`src/rtl/round_pkg.sv`:
```
// Shared definitions for round_pipe: rounding mode encodings and round-up decision.
package round_pkg;

   typedef enum logic [1:0] {
      RND_TRUNC     = 2'd0,
      RND_HALF_UP   = 2'd1,
      RND_HALF_EVEN = 2'd2,
      RND_HALF_AWAY = 2'd3
   } round_mode_e;

   // f_gt_h / f_eq_h compare the dropped fraction against one half; neg marks a negative kept field.
   function automatic logic round_up(input logic        k_lsb,
                                     input logic        f_gt_h,
                                     input logic        f_eq_h,
                                     input logic        neg,
                                     input round_mode_e mode);
      logic up;
      up = 1'b0;
      case (mode)
         RND_TRUNC:     up = 1'b0;
         RND_HALF_UP:   up = f_gt_h | f_eq_h;
         RND_HALF_EVEN: up = f_gt_h | (f_eq_h & k_lsb);
         RND_HALF_AWAY: up = neg ? f_gt_h : (f_gt_h | f_eq_h);
         default:       up = 1'b0;
      endcase
      return up;
   endfunction

endpackage

```
`src/rtl/round_pipe_stage.sv`:
```
// Generic valid/ready register stage: loads when empty or when its word is taken downstream.
module round_pipe_stage #(
   parameter int WIDTH = 8
) (
   input  logic             clk,
   input  logic             rst,
   input  logic             in_valid,
   output logic             in_ready,
   input  logic [WIDTH-1:0] in_data,
   output logic             out_valid,
   input  logic             out_ready,
   output logic [WIDTH-1:0] out_data
);

   assign in_ready = !out_valid || out_ready;

   always_ff @(posedge clk or negedge rst) begin
      if (!rst) begin
         out_valid <= 1'b0;
         out_data  <= '0;
      end else if (in_ready) begin
         out_valid <= in_valid;
         if (in_valid) out_data <= in_data;
      end
   end

endmodule

```
`src/rtl/round_pipe.sv`:
```
// Two-stage pipelined rounder dropping NBITS LSBs under a per-word mode.
// Optional overflow statistics (ovf_sticky, ovf_count, clr_stat) under `ROUND_PIPE_OVF_STAT_EN.
module round_pipe
   import round_pkg::*;
#(
   parameter int DIN    = 16,
   parameter int NBITS  = 4,
   parameter int SIGNED = 0,
   parameter int SAT    = 1,
   parameter int TRIM   = 0
) (
   input  logic                                    clk,
   input  logic                                    rst,
   input  logic                                    din_valid,
   output logic                                    din_ready,
   input  logic [DIN-1:0]                          din_data,
   input  logic [1:0]                              din_mode,
   output logic                                    dout_valid,
   input  logic                                    dout_ready,
`ifdef ROUND_PIPE_OVF_STAT_EN
   input  logic                                    clr_stat,
   output logic                                    ovf_sticky,
   output logic [15:0]                             ovf_count,
`endif
   output logic [((TRIM != 0) ? DIN-NBITS : DIN)-1:0] dout_data
);

   localparam int KW   = DIN - NBITS;
   localparam int DOUT = (TRIM != 0) ? KW : DIN;
   localparam logic [NBITS-1:0] H     = NBITS'(1) << (NBITS - 1);
   localparam logic [KW-1:0]    K_MAX = (SIGNED != 0) ? ({KW{1'b1}} >> 1) : {KW{1'b1}};
`ifdef ROUND_PIPE_OVF_STAT_EN
   localparam int S2W = DOUT + 1;
`else
   localparam int S2W = DOUT;
`endif

   logic             s1_valid, s2_in_ready;
   logic [DIN+1:0]   s1_data;
   logic [DIN-1:0]   s1_word;
   logic [1:0]       s1_mode;
   logic [KW-1:0]    k, k_sel;
   logic [NBITS-1:0] f;
   logic [KW:0]      inc;
   logic             up, neg, ovf;
   logic [DOUT-1:0]  r_out;
   logic [S2W-1:0]   s2_in, s2_data;

   round_pipe_stage #(.WIDTH(DIN + 2)) u_s1 (
      .clk       (clk),
      .rst       (rst),
      .in_valid  (din_valid),
      .in_ready  (din_ready),
      .in_data   ({din_mode, din_data}),
      .out_valid (s1_valid),
      .out_ready (s2_in_ready),
      .out_data  (s1_data)
   );

   assign s1_word = s1_data[DIN-1:0];
   assign s1_mode = s1_data[DIN+1:DIN];

   always_comb begin
      k     = s1_word[DIN-1:NBITS];
      f     = s1_word[NBITS-1:0];
      neg   = (SIGNED != 0) && k[KW-1];
      up    = round_up(k[0], f > H, f == H, neg, round_mode_e'(s1_mode));
      inc   = {1'b0, k} + (KW + 1)'(up);
      // Signed overflow only occurs when max positive is pushed into the sign bit.
      ovf   = (SIGNED != 0) ? ((k == K_MAX) && up) : inc[KW];
      k_sel = (ovf && (SAT != 0)) ? K_MAX : inc[KW-1:0];
   end

   generate
      if (TRIM != 0) begin : g_trim
         assign r_out = k_sel;
      end else begin : g_full
         assign r_out = {k_sel, {NBITS{1'b0}}};
      end
   endgenerate

`ifdef ROUND_PIPE_OVF_STAT_EN
   assign s2_in     = {ovf, r_out};
   assign dout_data = s2_data[DOUT-1:0];
`else
   assign s2_in     = r_out;
   assign dout_data = s2_data;
`endif

   round_pipe_stage #(.WIDTH(S2W)) u_s2 (
      .clk       (clk),
      .rst       (rst),
      .in_valid  (s1_valid),
      .in_ready  (s2_in_ready),
      .in_data   (s2_in),
      .out_valid (dout_valid),
      .out_ready (dout_ready),
      .out_data  (s2_data)
   );

`ifdef ROUND_PIPE_OVF_STAT_EN
   always_ff @(posedge clk or negedge rst) begin
      if (!rst) begin
         ovf_sticky <= 1'b0;
         ovf_count  <= '0;
      end else if (clr_stat) begin
         ovf_sticky <= 1'b0;
         ovf_count  <= '0;
      end else if (dout_valid && dout_ready && s2_data[DOUT]) begin
         ovf_sticky <= 1'b1;
         if (ovf_count != '1) ovf_count <= ovf_count + 16'd1;
      end
   end
`endif

endmodule

```
`config.mk`:
```
export PLATFORM = sky130hd
export DESIGN_NAME = round_pipe
export DESIGN_NICKNAME = d
export VERILOG_FILES = /design/src/rtl/round_pkg.sv /design/src/rtl/round_pipe_stage.sv /design/src/rtl/round_pipe.sv
export SDC_FILE = /design/constraint.sdc
export NUM_CORES = 1
export LEC_CHECK = 0
export BUFFER_PORTS_ARGS = -buffer_cell sky130_fd_sc_hd__buf_2
export CELL_PAD_IN_SITES_DETAIL_PLACEMENT = 0
export CELL_PAD_IN_SITES_GLOBAL_PLACEMENT = 2
export CORE_MARGIN = 1.5
export CORE_UTILIZATION = 27
export CTS_CLUSTER_DIAMETER = 150
export CTS_CLUSTER_SIZE = 8
export DETAILED_ROUTE_END_ITERATION = 6
export GPL_TIMING_DRIVEN = 0
export PLACE_DENSITY = 0.66
export SLEW_MARGIN = 10
export SYNTH_ARGS = -nofsm -noshare
export SYNTH_HDL_FRONTEND = slang
export SYNTH_SLANG_ARGS = --single-unit
```
`constraint.sdc`:
```
create_clock -name clk -period 4 [get_ports clk]
set_clock_uncertainty 0.1 [all_clocks]
set_input_delay 0.8 -clock clk [delete_from_list [all_inputs] [get_ports clk]]
set_output_delay 0.8 -clock clk [all_outputs]
set_load 0.02 [all_outputs]
```
==> qor.tcl <==
set qor(place_hpwl_um) 2250
set qor(worstHoldPathType) {flip-flop to flip-flop}
set qor(tritoncts) {yes}
set qor(die_area_sq_mm) 0.00602
set qor(io_pins) 40
set qor(power_report.internal_total_uw) 661
set qor(finalSetupTns_ns) 0
set qor(synth-seq-cells) 32
set qor(post-cts-setup-buffers) 0
set qor(cts_root_cell) {sky130_fd_sc_hd__clkbuf_8}
set qor(initial_core_util_pct) 28.7
set qor(totalWireLength_um) 3060
set qor(power.leakage_uw) 0.000855
set qor(clockBufferDepth) 2
set qor(synth.cell_area_sq_mm) 0.00150
set qor(critPathMaxFanout) 9
set qor(synth.avg_cell_area_sq_um) 11.7
set qor(drt_iter0_markers) 79
set qor(grt_antenna_before_repair) 0
set qor(seq_area_frac_synth_pct) 53.3
set qor(drtAntennaViolNets) 0
set qor(routed.top_layer) {met4}
set qor(worst_setup_path_start_kind) {flip-flop}
set qor(power.net_switching_uw) 289
set qor(setup.worst_path.class) {flip-flop to flip-flop}
set qor(grt_start_max_net_pins) 33
set qor(setup_repair_after_global_routing_missed_its_margin) {false}
set qor(row_count) 26
set qor(design.final.nets) 197
set qor(sequentialPowerShare_pct) 44.5
set qor(setup.worst_path.start) {u_s1.out_data[1]}
set qor(detail_route.wirelength.met1_um) 1400
set qor(crit_required_ns) 4.05
set qor(fin_crit_sh_pct) 60.5
set qor(synth_flop_cell) {sky130_fd_sc_hd__dfrtp_1}
set qor(share_of_cells_above_drive_strength_1_pct) 46.0
set qor(area.growth.synth_to_final_pct) 25.6
set qor(detailedRoute.firstPassIterationCount) 4
set qor(r2r_cells) 8
set qor(end_kind) {flip-flop}
set qor(place.port_buffers) 35
set qor(ys_types) 35
set qor(placedInstanceArea_sq_mm) 0.00178
set qor(cts.hold.buffers_added) 0
set qor(gp_congestion) 0.799
set qor(maxCapViolCount) 0
set qor(die_y_um) 77.6
set qor(setup_viol_count_final) 0
set qor(holdCritStartpoint) {u_s2.out_data[15]}
set qor(fin_area_sq_mm) 0.00189
set qor(synth_edf_count) 0
set qor(yosysWarningCount) 0
set qor(clkLatencyLatePin_ns) 0.28
set qor(post_synthesis_cells) 128
set qor(met2_wirelength_um) 1410
set qor(power.share.clock_pct) 32.6
set qor(clock_tree.htree_level_count) 2
set qor(clk_pin_slew_worst_paths_ns) 0.07
set qor(worst_slew_pin_slew_ns) 0.730
set qor(globalRoute.totalOverflow) 0
set qor(vdd_drop_max_uv) 172
set qor(number_of_global_route_vias_before_repair) 1049
set qor(pwr-share-comb_pct) 22.9
set qor(synth-async-reset-ratio_pct) 100
set qor(hold_ws_ns) 0.387
set qor(slew_violations) 0
set qor(cp.arrival_ns) 2.47
set qor(grt_first_pass_wirelength_um) 5100
set qor(post_cts.resized_instances) 0
set qor(routed_wire_length_per_instance_um) 12.5
set qor(worstHoldPathCells) 2
set qor(core_sq_mm) 0.00524
set qor(power_switching_share_pct) 30.4
set qor(worstReg2RegStart) {u_s1.out_data[1]}
set qor(cts.sink_count) 32
set qor(dieWidth_um) 77.6
set qor(hold_violations_final) 0
set qor(power_density_mw_per_mm2) 503
set qor(routed-wl-met3_um) 225
set qor(max_slew_margin_pct) 51.3
set qor(status) {complete, no violations}
set qor(report.power.total_uw) 951
set qor(cts_inserted_buffers) 5
set qor(overall_via_count_from_detail_route) 1068
set qor(grt_usage_pct) 10.9
set qor(period_minus_slack_ns) 2.42
set qor(drc_errors) 0
set qor(antennaDiodeCount) 0
set qor(max_freq_mhz) 413
set qor(vias_per_cell) 4.38
[cell families (layout without fill, tap and decap cells)]
family	Yosys count	in the layout	synth area share [%]
AND/OR/NAND/NOR	39	39	14.7
AO/OA/AOI/OAI	21	21	9.49
flip-flops	32	32	53.3
XOR/XNOR	5	5	2.91
adder cells (fa/ha/maj)	2	2	1.67
multiplexers	18	18	13.5
other	1	4	0.250
buffers and inverters	10	53	4.16
[layer usage]
| metal | up-vias | GRT usage (%) |
|---|---|---|
| li1 | 524 | - |
| met1 | 504 | 14.6 |
| met2 | 36 | 16.1 |
| met3 | 4 | 4.12 |
| met4 | 0 | 3.82 |
| met5 | - | 0 |
[registers in the layout, indices dropped and copies added, names as in the netlist]
| name | count |
|---|---|
| u_s1.out_data | 18 |
| u_s1.out_valid | 1 |
| u_s2.out_valid | 1 |
| u_s2.out_data | 12 |
[final cells by class]
cell class / instances / area (sq um)
inverter: 3 / 11.3
multi-input combinational: 89 / 651
tap: 70 / 87.6
buffer: 7 / 51.3
timing repair buffer: 35 / 175
clock inverter: 3 / 42.5
fill: 542 / 3350
sequential: 32 / 801
clock buffer: 5 / 68.8
[layout by cell type (no fill, tap or decap), types with 2 or more instances in the layout]
| cell | netlist | layout |
|---|---|---|
| sky130_fd_sc_hd__buf_2 | 1 | 36 |
| sky130_fd_sc_hd__dfrtp_1 | 32 | 32 |
| sky130_fd_sc_hd__mux2_2 | 18 | 18 |
| sky130_fd_sc_hd__nor2_1 | 13 | 13 |
| sky130_fd_sc_hd__a21oi_1 | 10 | 10 |
| sky130_fd_sc_hd__nand2_1 | 8 | 8 |
| sky130_fd_sc_hd__xnor2_1 | 5 | 5 |
| sky130_fd_sc_hd__clkbuf_8 | 0 | 5 |
| sky130_fd_sc_hd__buf_4 | 4 | 4 |
| sky130_fd_sc_hd__conb_1 | 1 | 4 |
| sky130_fd_sc_hd__nand3_1 | 3 | 3 |
| sky130_fd_sc_hd__nand2b_1 | 3 | 3 |
| sky130_fd_sc_hd__inv_1 | 3 | 3 |
| sky130_fd_sc_hd__nand3_2 | 2 | 2 |
| sky130_fd_sc_hd__nor3_2 | 2 | 2 |
| sky130_fd_sc_hd__o21ai_0 | 2 | 2 |
| sky130_fd_sc_hd__ha_1 | 2 | 2 |
[final timing paths]
check,endpoint,slack [ns]
worst max-delay path,u_s2.out_data[5],1.58
max in group asynchronous,u_s1.out_data[7],2.86
worst max register to register,u_s2.out_data[5],1.58
worst min register to register,u_s2.out_data[15],0.39
worst min-delay path,u_s2.out_data[15],0.39
min in group asynchronous,u_s2.out_data[10],0.47
[worst max-delay path: stages, from the launching register on]
cell and delay [ns]:
sky130_fd_sc_hd__dfrtp_1 0.38, sky130_fd_sc_hd__o41a_1 0.43, sky130_fd_sc_hd__o21a_1 0.18, sky130_fd_sc_hd__ha_1 0.22, sky130_fd_sc_hd__ha_1 0.23, sky130_fd_sc_hd__nand3_2 0.14
sky130_fd_sc_hd__nor2_1 0.09, sky130_fd_sc_hd__a21oi_2 0.39, sky130_fd_sc_hd__a21oi_1 0.13
[per-stage QoR]
step                      util [%]  instances  setup slack, ns
after floorplan                  -        131             1.87
after global placement        33.9        236             1.57
after detailed placement      33.9        236             1.55
after CTS                     36.0        244             1.52
after global routing          36.0        244             1.35
final                         36.0        244             1.58
[power groups by stage]
stage | clock, uW | sequential (uW) | combinational, uW
final | 309 | 423 | 218
after CTS | 320 | 423 | 222
after floorplan | 0 | 460 | 114
after global placement | 0 | 426 | 219
after global routing | 335 | 433 | 242
after detailed placement | 0 | 429 | 221
[synth_stat cells (2+ instances only)]
cell type	instances	area, sq um
sky130_fd_sc_hd__dfrtp_1	32	801
sky130_fd_sc_hd__a21oi_1	10	50.1
sky130_fd_sc_hd__o21ai_0	2	10.0
sky130_fd_sc_hd__mux2_2	18	203
sky130_fd_sc_hd__nand2_1	8	30.0
sky130_fd_sc_hd__nor3_2	2	20.0
sky130_fd_sc_hd__buf_4	4	30.0
sky130_fd_sc_hd__nand3_2	2	20.0
sky130_fd_sc_hd__nand3_1	3	15.0
sky130_fd_sc_hd__nor2_1	13	48.8
sky130_fd_sc_hd__ha_1	2	25.0
sky130_fd_sc_hd__xnor2_1	5	43.8
sky130_fd_sc_hd__inv_1	3	11.3
sky130_fd_sc_hd__nand2b_1	3	18.8
Note: power is estimated with default switching activity, not from simulation.
